**config.mk**
```make
export PLATFORM = sky130hd
export DESIGN_NAME = spi_flash_responder
export DESIGN_NICKNAME = d
export VERILOG_FILES = /design/src/rtl/spi_flash_pkg.sv /design/src/rtl/flash_pin_sync.sv /design/src/rtl/spi_flash_responder.sv
export SDC_FILE = /design/constraint.sdc
export NUM_CORES = 1
export LEC_CHECK = 0
export ABC_AREA = 1
export BUFFER_PORTS_ARGS = -buffer_cell sky130_fd_sc_hd__buf_4
export CAP_MARGIN = 20
export CORE_MARGIN = 8
export CORE_UTILIZATION = 55
export CTS_CLUSTER_DIAMETER = 60
export DETAILED_ROUTE_END_ITERATION = 8
export PLACE_DENSITY = 0.74
export SLEW_MARGIN = 10
export SYNTH_ARGS = -nofsm -noshare
export SYNTH_HDL_FRONTEND = slang
export SYNTH_SLANG_ARGS = --single-unit
```
**constraint.sdc**
```tcl
create_clock -name clock -period 4.87 [get_ports clock]
set_input_delay 1.461 -clock clock [delete_from_list [all_inputs] [get_ports clock]]
set_output_delay 1.461 -clock clock [all_outputs]
set_load 0.02 [all_outputs]
```
**src/rtl/spi_flash_pkg.sv**
```systemverilog
// Shared definitions for the SPI flash responder: opcodes, FSM states, ID byte helper.
// Latency: none (definitions only).
// Backpressure: not applicable.
package spi_flash_pkg;

    localparam logic [7:0] OP_READ = 8'h03;
    localparam logic [7:0] OP_RDID = 8'h9F;
    localparam logic [7:0] OP_RDSR = 8'h05;
    localparam logic [7:0] OP_RES  = 8'hAB;

    typedef enum logic [2:0] {
        IDLE,
        CMD,
        ADDR,
        DATA,
        ID,
        STATUS,
        IGNORE
    } state_t;

    // Byte idx of the 3-byte JEDEC ID, MSB byte first; anything past the third byte reads as zero.
    function automatic logic [7:0] id_byte(input logic [23:0] id, input logic [1:0] idx);
        case (idx)
            2'd0:    id_byte = id[23:16];
            2'd1:    id_byte = id[15:8];
            2'd2:    id_byte = id[7:0];
            default: id_byte = 8'h00;
        endcase
    endfunction

endpackage

```
**src/rtl/flash_pin_sync.sv**
```systemverilog
// Brings the asynchronous SPI pins into the system clock domain and flags their edges.
// Latency: 2 cycles to the synced level, edge pulses in the cycle the synced level changes.
// Backpressure: none; pins are sampled every cycle.
module flash_pin_sync (
    input  logic clock,
    input  logic reset,
    input  logic csb_in,
    input  logic clk_in,
    input  logic io0_in,
    output logic io0,
    output logic clk_rise,
    output logic clk_fall,
    output logic csb_rise,
    output logic csb_fall
);

    // [0],[1] are the synchronizer pair, [2] is the previous synced value for edge detection.
    logic [2:0] csb_q;
    logic [2:0] clk_q;
    logic [1:0] io0_q;

    // Synchronizer and edge-history registers; csb resets high so reset never looks like a select.
    always_ff @(posedge clock or posedge reset) begin
        if (reset) begin
            csb_q <= 3'b111;
            clk_q <= 3'b000;
            io0_q <= 2'b00;
        end else begin
            csb_q <= {csb_q[1:0], csb_in};
            clk_q <= {clk_q[1:0], clk_in};
            io0_q <= {io0_q[0], io0_in};
        end
    end

    // io0 goes through the same depth as clk so it is aligned with clk_rise.
    assign io0      = io0_q[1];
    assign clk_rise =  clk_q[1] & ~clk_q[2];
    assign clk_fall = ~clk_q[1] &  clk_q[2];
    assign csb_rise =  csb_q[1] & ~csb_q[2];
    assign csb_fall = ~csb_q[1] &  csb_q[2];

endmodule

```
**src/rtl/spi_flash_responder.sv**
```systemverilog
// SPI mode-0 flash target answering READ/RDID/RDSR from an on-chip memory port.
// Latency: pins seen 2 cycles late; mem_rd to tx_byte is 1 cycle, first data bit bypasses the load.
// Backpressure: none; the system clock must run at least 4x flash_clk.
module spi_flash_responder
    import spi_flash_pkg::*;
#(
    parameter int          ADDR_W     = 16,   // must be at least 9
    parameter logic [23:0] JEDEC_ID   = 24'hEF4016,
    parameter logic [7:0]  STATUS_VAL = 8'h00
) (
    input  logic              clock,
    input  logic              reset,
    input  logic              flash_csb,
    input  logic              flash_clk,
    input  logic              flash_io0,
    output logic              flash_io1_do,
    output logic              flash_io1_oe,
    output logic [ADDR_W-1:0] mem_addr,
    output logic              mem_rd,
    input  logic [7:0]        mem_rdata,
    output logic              busy,
    output logic              cmd_err
);

    logic              io0_s, clk_rise, clk_fall, csb_rise, csb_fall;
    state_t            state, state_next;
    logic [4:0]        bit_cnt;
    // Only the low ADDR_W bits of the address ever matter, so older bits simply fall off the top.
    logic [ADDR_W-2:0] shift_in;
    logic [ADDR_W-1:0] shift_nx;
    logic [7:0]        tx_byte;
    logic [1:0]        id_idx;
    logic              rd_d;
    logic              last_rise;
    logic [2:0]        bit_sel;
    logic              tx_bit;
    logic              tx_state;

    flash_pin_sync u_sync (
        .clock    (clock),
        .reset    (reset),
        .csb_in   (flash_csb),
        .clk_in   (flash_clk),
        .io0_in   (flash_io0),
        .io0      (io0_s),
        .clk_rise (clk_rise),
        .clk_fall (clk_fall),
        .csb_rise (csb_rise),
        .csb_fall (csb_fall)
    );

    assign shift_nx  = {shift_in, io0_s};
    assign last_rise = clk_rise && ((state == CMD  && bit_cnt == 5'd7) ||
                                    (state == ADDR && bit_cnt == 5'd23));
    assign tx_state  = (state == DATA) || (state == ID) || (state == STATUS);
    assign bit_sel   = 3'd7 - bit_cnt[2:0];
    // While a fresh memory byte is still being loaded, take the bit straight from the memory port.
    assign tx_bit    = rd_d ? mem_rdata[bit_sel] : tx_byte[bit_sel];
    assign busy      = (state != IDLE);

    // State register.
    always_ff @(posedge clock or posedge reset) begin
        if (reset) state <= IDLE;
        else       state <= state_next;
    end

    // Next state: csb edges override everything, otherwise opcode and address completion advance.
    always_comb begin
        state_next = state;
        if (csb_rise) begin
            state_next = IDLE;
        end else if (csb_fall) begin
            state_next = CMD;
        end else begin
            case (state)
                CMD: if (last_rise) begin
                    case (shift_nx[7:0])
                        OP_READ: state_next = ADDR;
                        OP_RDID: state_next = ID;
                        OP_RDSR: state_next = STATUS;
                        default: state_next = IGNORE;
                    endcase
                end
                ADDR: if (last_rise) state_next = DATA;
                default: state_next = state;
            endcase
        end
    end

    // Datapath: shift in on rises, shift out on falls, advance address/ID bytes at byte boundaries.
    always_ff @(posedge clock or posedge reset) begin
        if (reset) begin
            flash_io1_do <= 1'b0;
            flash_io1_oe <= 1'b0;
            mem_addr     <= '0;
            mem_rd       <= 1'b0;
            cmd_err      <= 1'b0;
            bit_cnt      <= '0;
            shift_in     <= '0;
            tx_byte      <= '0;
            id_idx       <= '0;
            rd_d         <= 1'b0;
        end else begin
            mem_rd  <= 1'b0;
            cmd_err <= 1'b0;
            rd_d    <= mem_rd;
            if (rd_d) tx_byte <= mem_rdata;

            if (csb_rise || csb_fall) begin
                // A csb edge drops any clock edge in the same cycle and discards partial bytes.
                bit_cnt      <= '0;
                flash_io1_oe <= 1'b0;
                flash_io1_do <= 1'b0;
            end else if (clk_rise && (state == CMD || state == ADDR)) begin
                shift_in <= shift_nx[ADDR_W-2:0];
                bit_cnt  <= last_rise ? 5'd0 : bit_cnt + 5'd1;
                if (last_rise && state == CMD) begin
                    case (shift_nx[7:0])
                        OP_RDID: begin
                            tx_byte <= id_byte(JEDEC_ID, 2'd0);
                            id_idx  <= 2'd1;
                        end
                        OP_RDSR: tx_byte <= STATUS_VAL;
                        OP_READ, OP_RES: ;
                        default: cmd_err <= 1'b1;
                    endcase
                end
                if (last_rise && state == ADDR) begin
                    mem_addr <= shift_nx;
                    mem_rd   <= 1'b1;
                end
            end else if (clk_fall && tx_state) begin
                flash_io1_oe <= 1'b1;
                flash_io1_do <= tx_bit;
                bit_cnt      <= (bit_cnt == 5'd7) ? 5'd0 : bit_cnt + 5'd1;
                if (bit_cnt == 5'd7) begin
                    if (state == DATA) begin
                        mem_addr <= mem_addr + ADDR_W'(1);
                        mem_rd   <= 1'b1;
                    end else if (state == ID) begin
                        tx_byte <= id_byte(JEDEC_ID, id_idx);
                        if (id_idx != 2'd3) id_idx <= id_idx + 2'd1;
                    end
                end
            end
        end
    end

endmodule

```
Word-level counts from Yosys, hierarchy flattened --
Cells that the tools add are included.
Cells by class: equality and inequality tests 21, $add $sub $neg 4, bitwise logic cells 9, muxes and demuxes 55, order comparisons 1, reduce and logical (&&, ||, !) cells 28
Operators by type and width (count):
- $mux W16 | 5
- $mux W8 | 8
- $mux W5 | 5
- $pmux W8 S3 | 1
- $mux W1 | 19
- $add A16 B1 Y16 const B | 1
- $eq A8 B8 Y1 const B | 2
- $mux W2 | 8
- $pmux W8 S2 | 1
- $mux W3 | 4
- $reduce_bool A2 Y1 | 6
- $pmux W3 S3 | 1
- $eq A8 B2 Y1 const B | 1
- $eq A8 B3 Y1 const B | 1
- $ne A4 B4 Y1 const B | 2
- $reduce_and A8 Y1 | 1
- $logic_and A1 B1 Y1 | 7
- $bmux W1 S3 | 2
- $eq A3 B2 Y1 const B | 2
- $eq A3 B3 Y1 const B | 2
- $ne A2 B1 Y1 const B | 3
- $ne A2 B2 Y1 const B | 3
- $pmux W3 S2 | 1
- $reduce_bool A3 Y1 | 2
- 18 further kinds | 30
Storage, ports and cells: output and inout port bits 21, logic and storage cells 132, input bits 13, flip-flop bits (word level) 62

Depth between registers and ports, before layout --
Gate-level depths: netlist of run 1.
depth in word-level cells 8, mapped depth 11, mapped depth without buffers 11

Modules after synthesis --
A second synthesis of run 1 with hierarchy kept.
Unflattened totals: cells, all modules 520, area, all modules 3729.8 um^2
By module, submodules not included:
- spi_flash_responder | times used 1, sequential area each 1351.3 um^2, area an instance 3492.1 um^2, cells an instance 503
- flash_pin_sync | times used 1, sequential area each 203.9 um^2, area an instance 237.7 um^2, cells an instance 17

Least setup slack after synthesis of run 1 --
No wires, ideal clock.
kind reg2out, start register state[1], end output port busy, data arrival time 706 ps, path slack 2703 ps, cell stages (with the launch flop) 3, data required time 3409 ps, buffers on the path 0, cell sequence dfrtp_1 > nor2_2 > nand2_1
Between the ends: word-level cells in the longest chain between the ends 1
RTL lines:
- start, declared | line spi_flash_responder.sv:26 | state_t state, state_next;
- start signal, assigned | line spi_flash_responder.sv:64 | else state <= state_next;
- $reduce_bool A3 Y1 | line spi_flash_responder.sv:59 | assign busy = (state != IDLE);
- end, declared | line spi_flash_responder.sv:21 | output logic busy,
No other way between the ends.

Worst setup path in the final report of run 1 --
Same ends and word-level chain as after synthesis.

==> results.sh, run 1 <==
export IMPL_async_flop_share=1.00
export IMPL_start_util=0.571
export IMPL_synthTopCellsByCount="nand2_1, inv_1, dfrtp_1, nand3_1, o21ai_0"
export IMPL_regArea_um2=1560
export IMPL_coreArea_um2=6830
export IMPL_place_inst=656
export IMPL_finalHoldViolations=0
export IMPL_grt_overflow_total=0
export IMPL_ant_nets=0
export IMPL_postCtsSetupBuffers=0
export IMPL_yosysMostFrequentCell="nand2_1"
export IMPL_final_net_count=594
export IMPL_cts_resized=0
export IMPL_stdcell_count=672
export IMPL_gp_congestion=0.850
export IMPL_dp_hpwl_mm=7.16
export IMPL_vias_per_cell=5.23
export IMPL_insertion_delay_ns=0.36
export IMPL_cts_sinks=62
export IMPL_finalSetupTns_ns=0
export IMPL_fin_crit_sh=0.543
export IMPL_yosysWarningCount=0
export IMPL_cts_root_buf="clkbuf_8"
export IMPL_worst_path_buf_inv=1
export IMPL_synthXorXnorAreaFrac=0.0112
export IMPL_synthDistinctLibCells=36
export IMPL_drc_errors=0
export IMPL_min_path_type="register to register"
export IMPL_clkSlewWorstSetupHoldPaths_ns=0.07
export IMPL_die_x_um=100
export IMPL_avgSynthCellArea_um2=7.24
export IMPL_finClkSkew_ns=0.0121
export IMPL_via_count=3514
export IMPL_rr_worst_depth=9
export IMPL_synth_adder_area_share=0.0321
export IMPL_vdd_ir_drop_max_mv=0.192
export IMPL_p_leak_nw=2.23
export IMPL_status="complete, no violations"
export IMPL_max_freq_mhz=378
export IMPL_whs_ns=0.358
export IMPL_dieArea_um2=10000
export IMPL_synth_edf_count=0
export IMPL_grt_usage=0.202
export IMPL_cp_slowest_stage_delay_ns=0.44
export IMPL_rows=30
export IMPL_cts_made_buffers=9
export IMPL_r2r_start="u_sync.csb_q[1]"
export IMPL_endpoint="busy"
export IMPL_worstSetupPathType="register to primary output"
export IMPL_syn_area_um2=3900
export IMPL_critPathTopFamily="flip-flops"
export IMPL_max_cap_violations=0
export IMPL_crit_slowest_cell="dfrtp_1"
export IMPL_seq_area_frac_synth=0.399
export IMPL_hold_buffers=0
export IMPL_n_antenna_cell=0
export IMPL_start_kind="register"
export IMPL_synth_top_area_cell="dfrtp_1"
export IMPL_ioPinCount=34
export IMPL_drtIter0Drc=149
export IMPL_synth_flop_cell="dfrtp_1"
export IMPL_post_route_min_period_ns=2.64
export IMPL_synth_top_family_by_area="simple AND/OR/NAND/NOR gates"
export IMPL_synthMuxAreaShare=0.00256
export IMPL_io_buffers=33
export IMPL_tightest_slew_ns=0.717
export IMPL_power_w=0.00155
export IMPL_multi_input_area_um2=1960
export IMPL_cp_cell_sequence="nor2_2, nand2_1, buf_4"
export IMPL_grt_max_degree=37
export IMPL_post_drt_wl_per_cell_um=14.2
export IMPL_yosysTopAreaCellShare=0.378
export IMPL_syn_inst=539
export IMPL_antenna_found_initial=0
export IMPL_cp_end_kind="primary output"
export IMPL_grt_pass1_vias=3411
export IMPL_worstSetupStartpoint="state[1]"
export IMPL_cts_tree="yes"
export IMPL_chipHeight_um=100
export IMPL_synth_compound_area_frac=0.100
export IMPL_maxSlewViolCount=0
export IMPL_critPathArrivalTime_ns=1.18
export IMPL_regToRegSetupSlack_ns=2.26
export IMPL_ys_ff_latch=62
export IMPL_synth_nets=562
export IMPL_dr_pass1_iters=5
export IMPL_rsz0062_at_grt="false"
export IMPL_cp_required_ns=3.41
export IMPL_crit_path_max_fanout=5
export IMPL_syn2layout_area_growth_pct=13.7
export IMPL_synthTopCellsByArea="dfrtp_1, nand2_1, inv_1, nand3_1, o21ai_0"
export IMPL_num_fill_cells=638
export IMPL_drive_gt1_frac=0.141
export IMPL_slew_headroom=0.522
export IMPL_finalSetupViolations=0
export IMPL_grt_pass1_wl_mm=16.2
export IMPL_htreeDepth=3
export IMPL_synth_simple_gate_area_frac=0.357
export IMPL_cts_buffer_depth=2
export IMPL_cellPowerDensity_nw_per_um2=349
export IMPL_timing_rr_end="mem_addr[11]"
export IMPL_routed_wl_mm=9.52
export IMPL_cp_depth=3
cell usage in the layout, fill, tap and decap left out, types with 7 or more instances in the layout:
cell type / instances
o21ai_0: 49
nor2_1: 41
nand2_1: 151
dfrtp_1: 59
inv_1: 79
nor3_1: 7
nand3_1: 52
buf_4: 34
ha_1: 10
nand3_2: 8
nand4_1: 12
clkbuf_8: 11
worst min-delay path by stage:
stage               slack [ns]              end             from  depth (start not counted)
finish                    0.36  u_sync.clk_q[1]  u_sync.clk_q[0]                          0
global route              0.36  u_sync.csb_q[1]  u_sync.csb_q[0]                          0
CTS                       0.36  u_sync.clk_q[1]  u_sync.clk_q[0]                          0
detailed placement        0.34  u_sync.clk_q[1]  u_sync.clk_q[0]                          0
global placement          0.33  u_sync.clk_q[1]  u_sync.clk_q[0]                          0
floorplan                 0.33  u_sync.clk_q[1]  u_sync.clk_q[0]                          0
metrics by stage:
stage / cell area, um2 / utilization / setup slack (ns)
after global placement: 4210 / 0.616 / 2.35
final: 4440 / 0.650 / 2.23
after CTS: 4440 / 0.650 / 2.21
after global routing: 4440 / 0.650 / 2.03
after floorplan: 3900 / - / 1.87
after detailed placement: 4210 / 0.616 / 2.29
registers in the layout, indices dropped and copies added, names as in the netlist:
register / cells
rd_d: 1
u_sync.clk_q: 3
cmd_err: 1
id_idx: 2
state: 3
u_sync.io0_q: 2
shift_in: 15
mem_addr: 16
bit_cnt: 5
mem_rd: 1
flash_io1_do: 1
u_sync.csb_q: 3
tx_byte: 8
flash_io1_oe: 1
report_power, final:
part | internal, W | total, W | switching (W)
Sequential | 0.000574 | 0.000631 | 0.0000570
Combinational | 0.000141 | 0.000397 | 0.000256
Clock | 0.000317 | 0.000519 | 0.000203
Total | 0.00103 | 0.00155 | 0.000516
layer usage:
metal	GRT usage	wire [um]
met4	0.0837	231
met2	0.349	4740
met3	0.0471	416
met1	0.235	4130
met5	0	0
final cells by class:
type,count,area share
inverter,84,0.0716
sequential,62,0.350
clock buffer,13,0.0358
multi-input combinational,380,0.442
clock inverter,3,0.0152
timing repair buffer,34,0.0575
tap,96,0.0271
worst register-to-register path: cells and delay by family (launching register included):
kind          cells  cell delay (ns)
flops             1             0.54
simple gates      5             0.96
fa+ha+maj         1             0.48
buf+inv           3             0.50
cells by family after synthesis:
family / after synthesis
flops: 62
simple gates: 293
buf+inv: 97
mux: 1
fa+ha+maj: 10
compound gates: 71
xor+xnor: 5
Power figures use the tool's default switching activity.
==> run 2: changes to the inputs <==
clock period = 2.59 ns   (was 4.87 ns; I/O delays follow)
==> run 2 against run 1 <==
  * Via count rose by 0.83%
  * Combinational power rose by 89%
  * Global-route usage fell by 0.20 points
  * Count of clock-buffer cells in the layout fell by 2
  * Worst hold slack got worse by 0.0077 ns
  * Setup slack got worse by 1.7 ns
  * Largest power group unchanged
==> results.sh, run 2 (synthesis gave the netlist of run 1 again) <==
export IMPL_status="complete, no violations"
export IMPL_endpoint="mem_addr[15]"
export IMPL_chipHeight_um=100
export IMPL_timing_rr_end="mem_addr[15]"
export IMPL_start_util=0.571
export IMPL_drive_gt1_frac=0.148
export IMPL_finalSetupViolations=0
export IMPL_top_regs="mem_addr (16), shift_in (15), tx_byte (8)"
export IMPL_hold_depth=0
export IMPL_r2r_start="bit_cnt[0]"
export IMPL_cellPowerDensity_nw_per_um2=630
export IMPL_post_route_min_period_ns=2.02
export IMPL_p_leak_nw=2.25
export IMPL_die_x_um=100
export IMPL_regMostFlops="mem_addr"
export IMPL_max_cap_violations=0
export IMPL_clkSlewWorstSetupHoldPaths_ns=0.07
export IMPL_fin_crit_sh=0.779
export IMPL_antenna_found_initial=0
export IMPL_crit_path_max_fanout=13
export IMPL_switching_share=0.352
export IMPL_hold_buffers=0
export IMPL_grt_pass1_vias=3491
export IMPL_io_buffers=33
export IMPL_whs_ns=0.350
export IMPL_largest_reg_flops=16
export IMPL_combPwrFrac=0.268
export IMPL_drc_errors=0
export IMPL_worstSetupPathType="register to register"
export IMPL_maxSlewViolCount=0
export IMPL_vias_per_cell=5.24
export IMPL_n_antenna_cell=0
export IMPL_cts_buffer_depth=2
export IMPL_worstSetupStartpoint="bit_cnt[0]"
export IMPL_grt_pass1_wl_mm=16.1
export IMPL_postCtsSetupBuffers=0
export IMPL_max_freq_mhz=495
export IMPL_critPathArrivalTime_ns=2.26
export IMPL_post_drt_wl_per_cell_um=13.8
export IMPL_internal_power_w=0.00181
export IMPL_finClkSkew_ns=0.00986
export IMPL_finalHoldViolations=0
export IMPL_cts_made_buffers=9
export IMPL_vdd_ir_drop_max_mv=0.373
export IMPL_insertion_delay_ns=0.36
export IMPL_coreArea_um2=6830
export IMPL_final_net_count=598
export IMPL_layout_setup_ws_ns=0.571
export IMPL_tightest_slew_ns=0.570
export IMPL_finalSetupTns_ns=0
export IMPL_layout_common_cells="nand2_1, inv_1, dfrtp_1"
export IMPL_cp_end_kind="register"
export IMPL_cp_required_ns=2.84
export IMPL_htreeDepth=3
export IMPL_switching_power_w=0.000986
export IMPL_start_kind="register"
export IMPL_p_seq_frac=0.423
export IMPL_ant_nets=0
export IMPL_dr_pass1_iters=5
export IMPL_grt_overflow_total=0
export IMPL_rows=30
export IMPL_pre_cts_slack_ns=0.601
export IMPL_routed_wl_mm=9.34
export IMPL_grt_usage=0.200
export IMPL_cts_tree="yes"
export IMPL_cts_resized=0
export IMPL_clockPowerShare=0.309
export IMPL_cts_sinks=62
export IMPL_rr_worst_depth=10
export IMPL_grt_max_degree=47
export IMPL_dp_hpwl_mm=6.91
export IMPL_gp_congestion=0.923
export IMPL_min_path_type="register to register"
export IMPL_slew_headroom=0.619
export IMPL_via_count=3543
export IMPL_regToRegSetupSlack_ns=0.57
export IMPL_syn2layout_area_growth_pct=13.9
export IMPL_rsz0062_at_grt="false"
export IMPL_ioPinCount=34
export IMPL_cts_root_buf="clkbuf_8"
export IMPL_dieArea_um2=10000
export IMPL_final_common_cell="nand2_1"
export IMPL_drtIter0Drc=112
[run 2: how the worst min path moves through the flow]
stage / startpoint / endpoint
final: u_sync.io0_q[0] / u_sync.io0_q[1]
after floorplan: u_sync.clk_q[0] / u_sync.clk_q[1]
after CTS: u_sync.io0_q[0] / u_sync.io0_q[1]
after detailed placement: u_sync.io0_q[0] / u_sync.io0_q[1]
after global routing: u_sync.io0_q[0] / u_sync.io0_q[1]
after global placement: u_sync.clk_q[0] / u_sync.clk_q[1]
[run 2: power groups by stage]
stage | clock (W) | sequential [W] | combinational [W]
floorplan | 0 | 0.00117 | 0.000589
global placement | 0 | 0.00120 | 0.000724
detailed placement | 0 | 0.00120 | 0.000747
CTS | 0.000872 | 0.00119 | 0.000750
global route | 0.000910 | 0.00120 | 0.000861
finish | 0.000864 | 0.00119 | 0.000751
[run 2: cell type report]
class	count	area, um2
inverters	84	318
clock buffers	11	141
flip-flops and latches	62	1560
clock inverters	5	50.0
well taps	96	120
fillers	622	2390
repair buffers	38	298
multi-input cells	380	1960
[run 2: routing by layer]
layer  wire length, um  track usage
met1              4160        0.235
met2              4570        0.341
met3               392       0.0388
met4               218        0.101
met5                 0            0
[run 2: critical path: stages (launching register included)]
cell and delay [ns]:
dfrtp_1 0.55, ha_1 0.29, nand3_2 0.13, nor2_4 0.17, inv_1 0.09, nor2_4 0.16, nand2_1 0.08, nand2_2 0.19
inv_1 0.11, nand2_1 0.07, nand2_1 0.05
[run 2: metrics by stage]
| step | instance area, um2 | utilization | total power (W) | instances |
|---|---|---|---|---|
| floorplan | 3900 | - | 0.00176 | 539 |
| global placement | 4250 | 0.623 | 0.00192 | 660 |
| detailed placement | 4250 | 0.623 | 0.00195 | 660 |
| CTS | 4450 | 0.651 | 0.00281 | 676 |
| global route | 4450 | 0.651 | 0.00297 | 676 |
| finish | 4450 | 0.651 | 0.00280 | 676 |
==> run 3: changes to the inputs <==
ABC_AREA = 0   (was 1)
CORE_UTILIZATION = 53   (was 55)
PLACE_DENSITY = 0.76   (was 0.74)
clock period = 1.75 ns   (was 2.59 ns; I/O delays follow)
==> run 3 against run 2 <==
  * The run now ends with setup timing left
  * Count of clock-buffer cells in the layout is 1 higher
  * Clock power is 63% higher
  * Combinational power is 81% higher
  * Synthesized cell count is 37% lower
  * Largest power group unchanged
==> results.sh, run 3 <==
export IMPL_gp_congestion=0.877
export IMPL_cp_depth=6
export IMPL_layout_common_cells="buf_4, dfrtp_1, nand2_1"
export IMPL_max_cap_violations=0
export IMPL_grt_pass1_vias=3235
export IMPL_slew_headroom=0.765
export IMPL_syn_area_um2=3400
export IMPL_ys_ff_latch=62
export IMPL_dieArea_um2=9240
export IMPL_synth_top_area_cell="dfrtp_1"
export IMPL_vdd_ir_drop_max_mv=0.594
export IMPL_stdcell_count=519
export IMPL_layout_setup_ws_ns=-0.246
export IMPL_fin_crit_sh=1.14
export IMPL_regArea_um2=1560
export IMPL_insertion_delay_ns=0.35
export IMPL_synth_edf_count=0
export IMPL_critPathTopFamily="flip-flops"
export IMPL_n_antenna_cell=0
export IMPL_chipHeight_um=96.1
export IMPL_finClkSkew_ns=0.0129
export IMPL_place_inst=480
export IMPL_cp_slowest_stage_delay_ns=0.53
export IMPL_htreeDepth=3
export IMPL_synthTopCellsByCount="dfrtp_1, a21oi_1, nand2_1, nor2_1, o21ai_0"
export IMPL_worst_path_buf_inv=3
export IMPL_num_fill_cells=365
export IMPL_grt_max_degree=63
export IMPL_grt_usage=0.224
export IMPL_ioPinCount=34
export IMPL_drtIter0Drc=273
export IMPL_final_common_cell="buf_4"
export IMPL_cp_cell_sequence="inv_2, ha_4, inv_2, or4_4, buf_6, mux2_2"
export IMPL_tightest_slew_ns=0.343
export IMPL_synthDistinctLibCells=60
export IMPL_via_count=3297
export IMPL_rows=29
export IMPL_post_drt_wl_per_cell_um=21.0
export IMPL_worstSetupPathType="register to register"
export IMPL_start_kind="register"
export IMPL_cts_sinks=62
export IMPL_status="finished, violations left"
export IMPL_grt_pass1_wl_mm=15.8
export IMPL_die_x_um=96.1
export IMPL_antenna_found_initial=0
export IMPL_syn2layout_area_growth_pct=42.2
export IMPL_seq_area_frac_synth=0.457
export IMPL_async_flop_share=1.00
export IMPL_rr_worst_depth=6
export IMPL_critPathArrivalTime_ns=2.22
export IMPL_maxSlewViolCount=0
export IMPL_design_area_um2=4840
export IMPL_cts_root_buf="clkbuf_8"
export IMPL_violations="setup timing"
export IMPL_start_util=0.542
export IMPL_drive_gt1_frac=0.482
export IMPL_dr_pass1_iters=5
export IMPL_r2r_start="u_sync.csb_q[1]"
export IMPL_final_net_count=460
export IMPL_multi_input_area_um2=1980
export IMPL_drc_errors=0
export IMPL_cts_buffer_depth=2
export IMPL_io_buffers=33
export IMPL_hold_buffers=0
export IMPL_finalSetupViolations=47
export IMPL_p_leak_nw=2.15
export IMPL_rsz0062_at_grt="true"
export IMPL_coreArea_um2=6280
export IMPL_largest_reg_flops=16
export IMPL_clkSlewWorstSetupHoldPaths_ns=0.07
export IMPL_power_w=0.00440
export IMPL_cp_required_ns=1.97
export IMPL_regToRegSetupSlack_ns=-0.25
export IMPL_yosysWarningCount=0
export IMPL_syn_inst=337
export IMPL_synth_nets=360
export IMPL_yosysTopAreaCellShare=0.434
export IMPL_vias_per_cell=6.35
export IMPL_regMostFlops="mem_addr"
export IMPL_post_route_min_period_ns=2.00
export IMPL_dp_hpwl_mm=6.15
export IMPL_fin_util=0.771
export IMPL_top_regs="mem_addr (16), shift_in (15), tx_byte (8)"
export IMPL_max_freq_mhz=501
export IMPL_min_path_type="primary input to asynchronous set/reset pin"
export IMPL_grt_overflow_total=0
export IMPL_finalHoldViolations=0
export IMPL_crit_path_max_fanout=8
export IMPL_cellPowerDensity_nw_per_um2=911
export IMPL_synthTopCellsByArea="dfrtp_1, mux2_2, a21oi_1, mux2i_1, ha_1"
export IMPL_timing_rr_end="shift_in[4]"
export IMPL_cp_end_kind="register"
export IMPL_synth_flop_cell="dfrtp_1"
export IMPL_routed_wl_mm=10.9
export IMPL_cts_tree="yes"
export IMPL_yosysMostFrequentCell="dfrtp_1"
export IMPL_avgSynthCellArea_um2=10.1
export IMPL_crit_slowest_cell="dfstp_2"
export IMPL_ant_nets=0
export IMPL_crit_path_frequent_cell="inv_2"
export IMPL_cts_made_buffers=9
export IMPL_place_area_um2=4130
-- run 3: cell types whose count changed in the layout (fill, tap and decap cells not counted), moves of 12 or more --
cell | before | now
a21oi_1 | 3 | 18
a21oi_2 | 1 | 15
buf_4 | 37 | 88
buf_6 | 0 | 14
inv_1 | 79 | 10
mux2_2 | 0 | 14
mux2i_1 | 1 | 13
nand2_1 | 151 | 25
nand3_1 | 52 | 10
nor2_1 | 41 | 23
o21ai_0 | 49 | 13
-- run 3: routing by layer --
layer,track usage,share of wire,vias up
met3,0.0491,0.072,56
li1,-,-,1435
met5,0,0,-
met4,0.122,0.048,0
met1,0.266,0.38,1622
met2,0.370,0.50,184
-- run 3: worst min-delay path, cell delays in order --
cell	delay (ns)
buf_4	0.12
clkinvlp_4	0.07
buf_12	0.28
-- run 3: kinds of logic (layout without fill, tap and decap cells) --
logic type      count (synthesis)  after routing  synth area share
mux                            32             32             0.108
xor+xnor                        1              1           0.00257
buf+inv                        34            139            0.0430
simple gates                  106            106             0.183
flops                          62             62             0.457
fa+ha+maj                      10             10            0.0368
compound gates                 92             92             0.169
-- run 3: power by group --
part | internal [W] | leakage [nW] | switching (W)
combinational | 0.000663 | 1.25 | 0.000702
sequential | 0.00153 | 0.793 | 0.000103
clock | 0.000838 | 0.110 | 0.000573
total | 0.00303 | 2.15 | 0.00138
-- run 3: area by class of cell --
cell class | count | share of cell area
multi-input cells | 241 | 0.409
flip-flops and latches | 62 | 0.323
repair buffers | 107 | 0.190
clock buffers | 12 | 0.0300
well taps | 77 | 0.0199
clock inverters | 4 | 0.0145
inverters | 16 | 0.0137
-- run 3: worst max path at each step --
stage                         to       startpoint  slack [ns]
CTS                 shift_in[14]  u_sync.csb_q[1]       -0.19
finish               shift_in[4]  u_sync.csb_q[1]       -0.25
floorplan            shift_in[0]  u_sync.csb_q[1]       -0.24
global placement    shift_in[10]  u_sync.csb_q[1]       -0.20
global route         shift_in[4]  u_sync.csb_q[1]       -0.29
detailed placement  shift_in[14]  u_sync.csb_q[1]       -0.25
-- run 3: what timing repair did --
| action | in CTS | in global routing |
|---|---|---|
| setup endpoints to repair | 46 | 51 |
| resized for setup | 51 | 30 |
| buffers inserted | 10 | 11 |
| cloned | 3 | 1 |
| pin swaps | 9 | 7 |
-- run 3: metrics by stage --
| stage | setup TNS, ns | worst slack, ns | hold slack, ns |
|---|---|---|---|
| detailed placement | -6.26 | -0.246 | 0.344 |
| finish | -6.32 | -0.246 | 0.264 |
| global route | -9.61 | -0.289 | 0.272 |
| CTS | -5.60 | -0.192 | 0.272 |
| floorplan | -3.97 | -0.245 | 0.331 |
| global placement | -4.54 | -0.195 | 0.331 |
